[config.mk]
export PLATFORM = sky130hd
export DESIGN_NAME = fetch_unit
export DESIGN_NICKNAME = d
export VERILOG_FILES = /design/src/rtl/fetch_pkg.sv /design/src/rtl/next_pc_sel.sv /design/src/rtl/fetch_unit.sv
export SDC_FILE = /design/constraint.sdc
export NUM_CORES = 1
export LEC_CHECK = 0
export CAP_MARGIN = 20
export CORE_ASPECT_RATIO = 1.4
export CORE_MARGIN = 1.5
export CORE_UTILIZATION = 46
export CTS_BUF_LIST = sky130_fd_sc_hd__clkbuf_4 sky130_fd_sc_hd__clkbuf_8
export DETAILED_ROUTE_END_ITERATION = 10
export PLACE_DENSITY = 0.95
export SLEW_MARGIN = 20
export SYNTH_ARGS = -nofsm -noshare
export SYNTH_HDL_FRONTEND = slang
export SYNTH_SLANG_ARGS = --single-unit
export TNS_END_PERCENT = 5
[constraint.sdc]
create_clock -name clk -period 5 [get_ports clk]
set_clock_uncertainty 0.1 [all_clocks]
set_input_delay 0.75 -clock clk [delete_from_list [all_inputs] [get_ports clk]]
set_output_delay 0.75 -clock clk [all_outputs]
set_load 0.03 [all_outputs]
[src/rtl/fetch_pkg.sv]
// Shared fetch-stage types: the PC-source select (also decoded by the control unit),
// the fetch FSM states, and the NOP word used after reset and after a fetch error.
package fetch_pkg;

  typedef enum logic [1:0] {
    PC_PLUS4  = 2'b00,
    PC_TARGET = 2'b01,
    PC_ALU    = 2'b10
  } pcsrc_e;

  typedef enum logic [1:0] {
    REQ  = 2'b00,
    WAIT = 2'b01,
    HALT = 2'b10,
    HOLD = 2'b11
  } fetch_state_e;

  localparam logic [31:0] NOP_INSTR = 32'h0000_0013;
  localparam logic [31:0] PC_INCR   = 32'd4;

  function automatic logic is_word_aligned(input logic [1:0] i_addr_lsbs);
    return i_addr_lsbs == 2'b00;
  endfunction

endpackage

[src/rtl/next_pc_sel.sv]
// Next-PC mux for the fetch stage: sequential, branch/jal target or jalr target,
// plus a flag when the selected address is not word-aligned.
module next_pc_sel
  import fetch_pkg::*;
(
  input  logic [31:0] i_pc,
  input  logic [1:0]  i_pc_src,
  input  logic [31:0] i_imm_ext,
  input  logic [31:0] i_alu_result,
  output logic [31:0] o_next_pc,
  output logic        o_misaligned
);

  always_comb begin
    // NOTE: default assignment first, so every path drives o_next_pc and no latch is inferred.
    o_next_pc = i_pc + PC_INCR;
    case (pcsrc_e'(i_pc_src))
      PC_TARGET: o_next_pc = i_pc + i_imm_ext;
      PC_ALU:    o_next_pc = i_alu_result & ~32'h1;
      default:   ;  // PC_PLUS4 and the reserved code both take PC+4
    endcase
  end

  assign o_misaligned = !is_word_aligned(o_next_pc[1:0]);

endmodule

[src/rtl/fetch_unit.sv]
// Instruction-fetch stage: owns the PC, issues single outstanding reads and presents Instr
// with a valid/ready handshake. Define FETCH_PERF_CNT_EN to build the saturating perf counters.
module fetch_unit #(
  parameter logic [31:0] RESET_PC  = 32'h0000_0000,
  parameter logic [31:0] NOP_INSTR = fetch_pkg::NOP_INSTR
) (
  input  logic        clk,
  input  logic        rst,
  input  logic [1:0]  PCSrc,
  input  logic [31:0] ImmExt,
  input  logic [31:0] ALUResult,
  input  logic        InstrReady,
  output logic        InstrValid,
  output logic [31:0] Instr,
  output logic [31:0] PC,
  output logic [31:0] PCPlus4,
  output logic        IMemReq,
  output logic [31:0] IMemAddr,
  input  logic        IMemRValid,
  input  logic [31:0] IMemRData,
  output logic        FetchErr,
  output logic [31:0] InstrCount,
  output logic [31:0] StallCount
);

  import fetch_pkg::*;

  fetch_state_e r_state;
  fetch_state_e w_next_state;
  logic [31:0]  r_pc;
  logic [31:0]  r_instr;
  logic         r_fetch_err;
  logic [31:0]  w_next_pc;
  logic         w_misaligned;
  logic         w_accept;

  assign w_accept = (r_state == HOLD) && InstrReady;

  next_pc_sel u_next_pc_sel (
    .i_pc         (r_pc),
    .i_pc_src     (PCSrc),
    .i_imm_ext    (ImmExt),
    .i_alu_result (ALUResult),
    .o_next_pc    (w_next_pc),
    .o_misaligned (w_misaligned)
  );

  always_ff @(posedge clk) begin
    // NOTE: non-blocking updates, so every flop samples pre-edge values regardless of block order.
    if (rst) r_state <= REQ;
    else     r_state <= w_next_state;
  end

  always_comb begin
    w_next_state = r_state;
    case (r_state)
      REQ:     w_next_state = WAIT;
      WAIT:    if (IMemRValid) w_next_state = HOLD;
      HOLD:    if (InstrReady) w_next_state = w_misaligned ? HALT : REQ;
      HALT:    w_next_state = HALT;
      default: w_next_state = REQ;
    endcase
  end

  // Handshake outputs are suppressed while reset is held, even before the first reset edge.
  always_comb begin
    IMemReq    = 1'b0;
    InstrValid = 1'b0;
    if (!rst) begin
      IMemReq    = (r_state == REQ);
      InstrValid = (r_state == HOLD);
    end
  end

  always_ff @(posedge clk) begin
    if (rst) begin
      r_pc        <= RESET_PC;
      r_instr     <= NOP_INSTR;
      r_fetch_err <= 1'b0;
    end else begin
      if ((r_state == WAIT) && IMemRValid) r_instr <= IMemRData;
      if (w_accept) begin
        if (w_misaligned) begin
          r_fetch_err <= 1'b1;
          r_instr     <= NOP_INSTR;
        end else begin
          r_pc <= w_next_pc;
        end
      end
    end
  end

  assign Instr    = r_instr;
  assign PC       = r_pc;
  assign PCPlus4  = r_pc + PC_INCR;
  assign IMemAddr = r_pc;
  assign FetchErr = r_fetch_err;

`ifdef FETCH_PERF_CNT_EN
  logic [31:0] r_instr_count;
  logic [31:0] r_stall_count;
  logic        w_stall;

  assign w_stall = (r_state == WAIT) || ((r_state == HOLD) && !InstrReady);

  always_ff @(posedge clk) begin
    if (rst) begin
      r_instr_count <= '0;
      r_stall_count <= '0;
    end else begin
      if (w_accept && (r_instr_count != '1)) r_instr_count <= r_instr_count + 32'd1;
      if (w_stall && (r_stall_count != '1)) r_stall_count <= r_stall_count + 32'd1;
    end
  end

  assign InstrCount = r_instr_count;
  assign StallCount = r_stall_count;
`else
  assign InstrCount = '0;
  assign StallCount = '0;
`endif

endmodule
==> impl_metrics.yaml <==
drt:
  dr.pass1.iters: 5
  vias: 6684
  drc: 0
  avgRoutedWirePerCell_um: 18.16
  drt_wl_total_mm: 20.72
  drt-initial-drc-count: 595
  viasPerCell: 5.858
  final_antenna_net_count: 0
clock_network:
  tritoncts: "built"
  clk_latency_ns: 0.36
  cts-root-buf: "clkbuf_8"
  cts_buffer_depth: 2
  clock_sinks: 67
  clkTransAtPathRegs_ns: 0.08
  cts_setup_buffers: 0
  post_cts_resized: 0
  htreeDepth: 3
  numCtsBuffers: 9
  postCtsHoldBufs: 0
die:
  die-width_um: 99.92
  die_area_um2: 13860
  initial_core_util_pct: 47.21
  die_h_um: 138.7
  core_um2: 12810
  ioPinCount: 297
  rows: 49
logic_synthesis:
  syn-cell-area_um2: 6050
  ys_types: 69
  syn_inst: 817
  synth_area_per_cell_um2: 7.405
  ys_ff_latch: 67
  yosys_warnings: 0
  yosys.area.top_type_share_pct: 22.17
  synthArstFlopShare_pct: 0
  synth_edf_count: 0
  synth.area.top_cells: "dfxtp_1 22%, buf_4 12%, nand2_1 7.3%"
  synth_seq_area_share_pct: 22.17
  yosysTopAreaCell: "dfxtp_1"
  ys.flop_type: "dfxtp_1"
cells_and_area:
  final_common_cell: "clkdlybuf4s50_1"
  synthToLayoutAreaGrowth_pct: 34.89
  antenna_cells: 0
  final_core_util_pct: 63.69
  drive_above_1_share_pct: 4.049
  final_cell_mix: "231 x clkdlybuf4s50_1, 117 x nand2_1, 76 x a21oi_1, 67 x dfxtp_1, 64 x conb_1"
  nNetsFinal: 1120
setup_path:
  r2r-start: "IMemAddr[0]"
  crit_family: "simple AND/OR/NAND/NOR gates"
  r2r_slack_ns: 1.64
  path_buf_inv: 2
  cp-end-kind: "primary output"
  worst_path_largest_cell_delay_ns: 0.68
  crit_path_top_delay_cell: "clkdlybuf4s50_1"
  cp-start-kind: "flip-flop"
  reg2regPathDepth: 10
  reg2reg_to: "IMemAddr[30]"
  path_cells: "ha_1, and3_1, nand4_1, buf_4, or2_2, nor2_2, and2_1, xor2_1, clkdlybuf4s50_1"
  arrival_ns: 3.32
  worstPathMaxFanout: 7
  cp.required_ns: 4.15
  critical_path_class: "flip-flop to primary output"
power_and_ir_drop:
  pwr-share-clk_pct: 33.6
  power_frac_seq_pct: 36.4
  comb_power_share_pct: 29.9
  p_switching_uw: 545.7
  switching_share_pct: 34.83
  p_leak_nw: 3.235
  p_per_area_nw_per_um2: 192.0
  ir_drop_mv: 0.1595
  internal_power_mw: 1.021
min_path:
  hp-start: "Instr[30]"
  whs_endpoint: "Instr[30]"
  min_path_type: "flip-flop to flip-flop"
  hold_depth: 2
timing:
  finalSetupViolations: 0
  grt_setup_unrepaired: "no"
  finalSetupTns_ns: 0
  hold_violations: 0
  slew_headroom_pct: 42.12
  fin_crit_ns: 4.170
  fin_ws_ns: 0.8297
  post-route-period-util_pct: 83.41
  fmax_ghz: 0.2398
  drv_slew: 0
  tightest_slew_ns: 0.8673
global_route:
  globalRouteTotalUtil_pct: 28.93
  gr-usage-met1_pct: 31.13
  met3_usage_pct: 5.242
  grt_max_degree: 33
  grt_pass1_vias: 6379
  grt_overflow: 0
  top_usage_layer: "met2"
  grt_pass1_wl_mm: 31.90
  use_met2_pct: 52.38
  antenna_found_initial: 0
placement:
  gp_congestion: 0.9330
  port_buffers: 231
  place_ws_ns: 0.9780
  dp_hpwl_mm: 15.70
status:
  outcome: "completed"
flow_run:
  drv_cap: 0
-- through the flow --
step	instances	hold WS [ns]	power (mW)	area [µm²]
CTS	1141	0.3580	1.568	8160
floorplan	880	0.3816	0.9026	6286
global placement	1125	0.3413	1.039	7931
detailed placement	1125	0.3475	1.045	7936
finish	1141	0.3568	1.567	8160
global route	1141	0.3740	1.624	8160
-- worst register-to-register path: cells and delay by family, from the launching register on --
kind / cells / cell delay (ns)
adder cells (fa/ha/maj): 2 / 0.65
AO/OA/AOI/OAI: 4 / 0.71
flip-flops: 1 / 0.46
AND/OR/NAND/NOR: 4 / 1.34
-- sequential cells by signal, indices dropped and copies added (netlist names) --
| name | cells |
|---|---|
| FetchErr | 1 |
| IMemAddr | 32 |
| Instr | 32 |
| r_state | 2 |
-- synth_stat cells, types with 5 or more instances --
cell      count
dfxtp_1      67
a21o_1       18
nand4_1      16
a31oi_1       7
inv_1        12
nor2_1       44
xor2_1       14
o211ai_1     15
and4_1        6
a211oi_1      5
nand2_1     117
and3_1       12
buf_4        98
a22oi_1       6
nor3_1       20
ha_1         34
xnor2_1      39
nand3_1      34
a221oi_1     16
o21a_1        8
a21oi_1      76
o21ai_0      22
o22ai_1       9
o21bai_1      5
clkbuf_1     43
a221o_1       8
-- power by group through the flow --
stage | sequential [mW] | combinational, mW | clock, mW
finish | 0.571 | 0.469 | 0.527
global route | 0.573 | 0.499 | 0.552
floorplan | 0.613 | 0.289 | 0
detailed placement | 0.583 | 0.462 | 0
CTS | 0.571 | 0.464 | 0.533
global placement | 0.582 | 0.457 | 0
-- cell families after synthesis --
family	after synthesis	synth area share [%]
simple gates	277	21.28
mux	3	0.5377
other cells	1	0.06199
compound gates	221	24.84
fa+ha+maj	35	7.363
buf+inv	160	16.07
flops	67	22.17
xor+xnor	53	7.673
-- per-layer routing --
layer,part of all wire (%),vias to the layer above
met3,8.5,77
met4,4.4,0
li1,-,3094
met5,0,-
met2,51,428
met1,36,3085
-- layout make-up --
class / count / area (µm²)
Clock inverter: 7 / 100.1
Sequential cell: 67 / 1341
Multi-Input combinational cell: 653 / 3983
Fill cell: 1096 / 4653
Tap cell: 153 / 191.4
Inverter: 13 / 48.80
Timing Repair Buffer: 239 / 2372
Clock buffer: 9 / 123.9
-- worst max-delay path by stage --
| stage | from | to | slack [ns] | cells past startpoint |
|---|---|---|---|---|
| 2_1_floorplan | IMemAddr[2] | PCPlus4[26] | 1.67 | 7 |
| 3_3_place_gp | ImmExt[0] | IMemAddr[30] | 1.07 | 11 |
| 3_5_place_dp | ImmExt[0] | IMemAddr[30] | 0.98 | 11 |
| 4_1_cts | IMemAddr[2] | PCPlus4[28] | 0.84 | 9 |
| 5_1_grt | IMemAddr[2] | PCPlus4[28] | 0.61 | 9 |
| 6_report | IMemAddr[2] | PCPlus4[28] | 0.83 | 9 |
Power figures use the tool's default switching activity.
